==> src/rtl/fdiv_mant_iter_pkg.sv <==
// Shared FPU divider definitions: FSM state encoding, quotient/counter width
// derivation and standard significand widths.
// Ports: none (package).
package fdiv_mant_iter_pkg;

  typedef enum logic [1:0] {
    IDLE = 2'd0,
    ITER = 2'd1,
    DONE = 2'd2
  } state_t;

  // IEEE significand widths including the hidden bit.
  localparam int W_DOUBLE = 53;
  localparam int W_SINGLE = 24;

  // Quotient bits: one integer bit plus W+1 fraction bits (guard and round
  // land below the W-bit result).
  function automatic int qbits_f(input int w);
    return w + 2;
  endfunction

  // Counter must be able to hold QBITS.
  function automatic int cw_f(input int w);
    return $clog2(w + 3);
  endfunction

endpackage

==> src/rtl/fdiv_mant_iter_step.sv <==
// One radix-2 restoring iteration: subtract divisor, test sign, pick the
// shifted difference or the shifted partial remainder. Purely combinational.
// Ports: rem/div (W+2 bits) in; rem_next (W+2 bits), qbit out.
module fdiv_mant_iter_step
  import fdiv_mant_iter_pkg::*;
#(
  parameter int W = W_DOUBLE
) (
  input  logic [W+1:0] rem,
  input  logic [W+1:0] div,
  output logic [W+1:0] rem_next,
  output logic         qbit
);

  logic [W+1:0] diff;

  // rem < 2*div holds throughout, so a non-negative difference never reaches
  // bit W+1 and a negative one always sets it: bit W+1 is a clean sign.
  assign diff     = rem - div;
  assign qbit     = ~diff[W+1];
  assign rem_next = qbit ? {diff[W:0], 1'b0} : {rem[W:0], 1'b0};

endmodule

==> src/rtl/fdiv_mant_iter.sv <==
// Iterative radix-2 restoring significand divider, one quotient bit per cycle.
// Ports: clk, reset_n, start/flush in; x/d operands (W bits) in;
//        ready/busy/done status out; q (QBITS), sticky, dz results out.
module fdiv_mant_iter
  import fdiv_mant_iter_pkg::*;
#(
  parameter  int W     = W_DOUBLE,
  localparam int QBITS = qbits_f(W),
  localparam int CW    = cw_f(W)
) (
  input  logic             clk,
  input  logic             reset_n,
  input  logic             start,
  input  logic             flush,
  input  logic [W-1:0]     x,
  input  logic [W-1:0]     d,
  output logic             ready,
  output logic             busy,
  output logic             done,
  output logic [QBITS-1:0] q,
  output logic             sticky,
  output logic             dz
);

  state_t        state;
  logic [W+1:0]  rem;
  logic [W+1:0]  div;
  logic [CW-1:0] count;
  logic [W+1:0]  rem_next;
  logic          qbit;

  fdiv_mant_iter_step #(.W(W)) u_step (
    .rem      (rem),
    .div      (div),
    .rem_next (rem_next),
    .qbit     (qbit)
  );

  // DONE also accepts a new op so results can stream back-to-back.
  assign ready = (state == IDLE) || (state == DONE);
  assign busy  = (state == ITER);

  always_ff @(posedge clk or negedge reset_n) begin
    if (!reset_n) begin
      state  <= IDLE;
      rem    <= '0;
      div    <= '0;
      count  <= '0;
      q      <= '0;
      sticky <= 1'b0;
      dz     <= 1'b0;
      done   <= 1'b0;
    end else begin
      done <= 1'b0;
      if (flush) begin
        // Abort wins over everything, including a same-cycle start.
        state  <= IDLE;
        q      <= '0;
        sticky <= 1'b0;
        dz     <= 1'b0;
      end else begin
        case (state)
          IDLE, DONE: begin
            if (start) begin
              if (d == '0) begin
                // Divide by zero skips iteration entirely.
                state  <= DONE;
                done   <= 1'b1;
                q      <= '1;
                sticky <= 1'b0;
                dz     <= 1'b1;
              end else begin
                state  <= ITER;
                rem    <= {2'b00, x};
                div    <= {2'b00, d};
                q      <= '0;
                count  <= '0;
                sticky <= 1'b0;
                dz     <= 1'b0;
              end
            end else begin
              state <= IDLE;
            end
          end
          ITER: begin
            rem   <= rem_next;
            q     <= {q[QBITS-2:0], qbit};
            count <= count + 1'b1;
            if (count == CW'(QBITS - 1)) begin
              sticky <= |rem_next;
              state  <= DONE;
              done   <= 1'b1;
            end
          end
          default: state <= IDLE;
        endcase
      end
    end
  end

endmodule

==> config.mk <==
export PLATFORM = sky130hd
export DESIGN_NAME = fdiv_mant_iter
export DESIGN_NICKNAME = d
export VERILOG_FILES = /design/src/rtl/fdiv_mant_iter_pkg.sv /design/src/rtl/fdiv_mant_iter_step.sv /design/src/rtl/fdiv_mant_iter.sv
export SDC_FILE = /design/constraint.sdc
export NUM_CORES = 1
export LEC_CHECK = 0
export BUFFER_PORTS_ARGS = -buffer_cell sky130_fd_sc_hd__buf_2
export CAP_MARGIN = 20
export CORE_MARGIN = 4
export CORE_UTILIZATION = 50
export CTS_CLUSTER_DIAMETER = 30
export DETAILED_ROUTE_END_ITERATION = 10
export PLACE_DENSITY = 0.71
export SETUP_SLACK_MARGIN = 0.2
export SYNTH_ARGS = -nofsm -noshare
export SYNTH_HDL_FRONTEND = slang
export SYNTH_SLANG_ARGS = --single-unit
==> constraint.sdc <==
create_clock -name clk -period 3.51 [get_ports clk]
set_input_delay 0.702 -clock clk [delete_from_list [all_inputs] [get_ports clk]]
set_output_delay 0.702 -clock clk [all_outputs]
set_load 0.005 [all_outputs]
==> reports/metrics.yaml <==
status: "finished, violations left"
violations: "setup timing"
num-fill-cells: 1681
endpoint_kind: "flop"
drcViolationCount: 0
grt_max_degree: 76
top_layer_used: "met5"
die_h_um: 157.8
hold_viol_final: 0
ff2ff_setup_slack_ns: -0.50
drive_above_1_share_pct: 34.86
postCtsHoldBufs: 0
yosysSeqAreaShare_pct: 38.83
rows: 54
numCtsBuffers: 17
final_nets: 1963
tightest_slew_ns: 0.8779
yosysWarnings: 0
grt_pass1_wl_mm: 63.73
synth.top_cell.area_share_pct: 38.83
worst-r2r-cell-count: 23
drt-total-wl_mm: 42.08
cp.required_ns: 3.84
final-setup-viol-count: 19
pin_count: 170
drt-met1-wl_mm: 17.78
vias: 12312
cap_viol_max_count: 0
area.sequential_sq_um: 4354
rsz0062_at_grt: "true"
ys.flop_type: "dfrtp_1"
wl_met2_mm: 19.20
chipWidth_um: 157.8
synth_top_cell_by_area: "dfrtp_1"
track_usage_pct: 32.71
cts_sinks: 174
worstPathMaxFanout: 5
dieArea_sq_um: 24890
fin_ws_ns: -0.5038
ys_ff_latch: 174
clk_latency_ns: 0.45
synth_most_common_cell: "nand2_1"
synth-edff-count: 0
min_path_type: "in -> async"
cts_tree: "yes"
place_ws_ns: -0.4710
route.met3.wl_mm: 3.250
synthCells: 1383
dp_hpwl_mm: 30.61
area_growth_pct: 44.13
initial_core_util_pct: 51.07
place_congestion: 1.021
rr_startpoint: "rem[4]$_DFFE_PN0P_"
async_flop_share_pct: 100.0
ys_types: 65
synth_area_per_cell_sq_um: 8.109
clockBufferDepth: 2
via_per_inst: 5.885
wl_per_cell_um: 20.12
clkSlewWorstSetupHoldPaths_ns: 0.08
setup.worst_path.class: "reg -> reg"
antenna_found_initial: 3
drt_iter0_drc: 1106
fin_crit_sh_pct: 114.4
htreeDepth: 4
grt_overflow: 0
syn_area_sq_um: 11210
finalCriticalPeriod_ns: 4.014
multiInputGateArea_sq_um: 7027
core_sq_um: 21960
startpoint: "rem[4]$_DFFE_PN0P_"
clockRootBuffer: "clkbuf_16"
first_pass_iters: 7
worstPathArrival_ns: 4.35
tns_ns: -1.849
fin_skew_ns: 0.01451
yosys-top-cells-count: "nand2_1, dfrtp_1, o21ai_0, nor2_1, a21oi_1"
maxSlewHeadroom_pct: 41.26
synth_area_leaders: "dfrtp_1, nand2_1, o21ai_0"
fmax_mhz: 249.1
io_buffers: 169
timing.rr.end: "sticky$_DFFE_PN0P_"
cp-start-kind: "flop"
syn-num-nets: 1549
drv_slew: 0
ant_nets: 0
grt_pass1_vias: 11873
[flip-flops by register name, indices dropped and copies added, names as in the netlist]
name	count
count	6
div	53
done	1
dz	1
q	55
rem	55
state	2
sticky	1
[worst max path at each step]
stage,endpoint,slack (ns),cells past startpoint
final,sticky$_DFFE_PN0P_,-0.50,23
after global routing,sticky$_DFFE_PN0P_,-0.55,23
after CTS,sticky$_DFFE_PN0P_,-0.35,15
after detailed placement,sticky$_DFFE_PN0P_,-0.47,17
after global placement,sticky$_DFFE_PN0P_,-0.40,15
after floorplan,sticky$_DFFE_PN0P_,-0.06,15
[cells by family (layout without fill, tap and decap cells)]
| family | count (synthesis) | after routing | share of synthesized area (%) |
|---|---|---|---|
| xor+xnor | 49 | 49 | 3.827 |
| flops | 174 | 174 | 38.83 |
| simple gates | 512 | 512 | 19.96 |
| other cells | 0 | 2 | 0 |
| buf+inv | 156 | 583 | 5.299 |
| fa+ha+maj | 56 | 56 | 6.315 |
| compound gates | 397 | 397 | 22.29 |
| mux | 39 | 39 | 3.481 |
[placed cells by master (no fill, tap or decap), types with 7 or more instances in the layout]
cell | synthesis | layout
o21bai_1 | 11 | 11
o211ai_1 | 7 | 7
inv_1 | 73 | 69
ha_1 | 55 | 43
mux2i_1 | 39 | 28
a21oi_4 | 0 | 7
a21oi_2 | 2 | 18
nor4_1 | 30 | 25
a22oi_1 | 11 | 11
or3_1 | 10 | 10
o21ai_1 | 0 | 9
buf_12 | 0 | 17
nor3_1 | 22 | 19
xor2_1 | 18 | 17
o21a_1 | 7 | 7
nand4_1 | 24 | 24
a21oi_1 | 82 | 59
nand2_1 | 262 | 259
mux2i_4 | 0 | 7
clkinv_8 | 0 | 7
nand3_1 | 15 | 13
buf_4 | 0 | 267
clkbuf_16 | 0 | 19
xnor2_1 | 31 | 25
ha_4 | 0 | 9
buf_6 | 0 | 17
o31ai_1 | 16 | 14
nor2_1 | 113 | 104
buf_2 | 7 | 168
dfrtp_1 | 174 | 174
o221ai_1 | 41 | 35
a21o_1 | 15 | 15
o21ai_0 | 163 | 147
[timing repair]
action | in CTS | in global routing
setup endpoints to repair | 54 | 55
pin swaps | 21 | 35
cloned | 1 | 3
resized for setup | 62 | 126
buffers inserted | 20 | 19
[cell type report]
type / instances / area share, %
Multi-Input combinational cell: 1053 / 43.47
Sequential cell: 174 / 26.94
Timing Repair Buffer: 477 / 21.76
Clock buffer: 17 / 2.632
Tap cell: 280 / 2.168
Inverter: 74 / 1.719
Clock inverter: 15 / 1.277
Antenna cell: 2 / 0.03096
[metal layers]
metal / vias up / global-route usage [%]
li1: 5747 / -
met1: 5935 / 44.78
met2: 506 / 51.20
met3: 120 / 6.698
met4: 4 / 12.78
met5: - / 0
[critical path, cell delays in order (launching register included)]
cell and delay, ns:
dfrtp_1 0.42, ha_4 0.29, a21oi_4 0.17, nand2_2 0.08, buf_4 0.14, o211ai_1 0.29, nand3_1 0.16, buf_4 0.16
buf_4 0.12, buf_4 0.13, buf_4 0.13, buf_4 0.13, buf_4 0.12, buf_4 0.12, buf_4 0.12, buf_4 0.12
buf_4 0.13, buf_4 0.14, a21oi_4 0.19, xnor2_4 0.12, nor2_1 0.11, a31oi_1 0.10, nor4_2 0.27, a21oi_1 0.11
[through the flow]
| step | instances | hold WS [ns] | instance area, sq um | util [%] |
|---|---|---|---|---|
| floorplan | 1383 | 0.4064 | 11240 | - |
| global placement | 2015 | 0.4560 | 14280 | 65.05 |
| detailed placement | 2015 | 0.4735 | 14280 | 65.05 |
| CTS | 2068 | 0.2919 | 15380 | 70.05 |
| global route | 2090 | 0.3184 | 16160 | 73.58 |
| finish | 2092 | 0.2590 | 16160 | 73.61 |
Power is not shown: default switching activity piles up to over one toggle a cycle in this logic, so the estimate is an artifact.
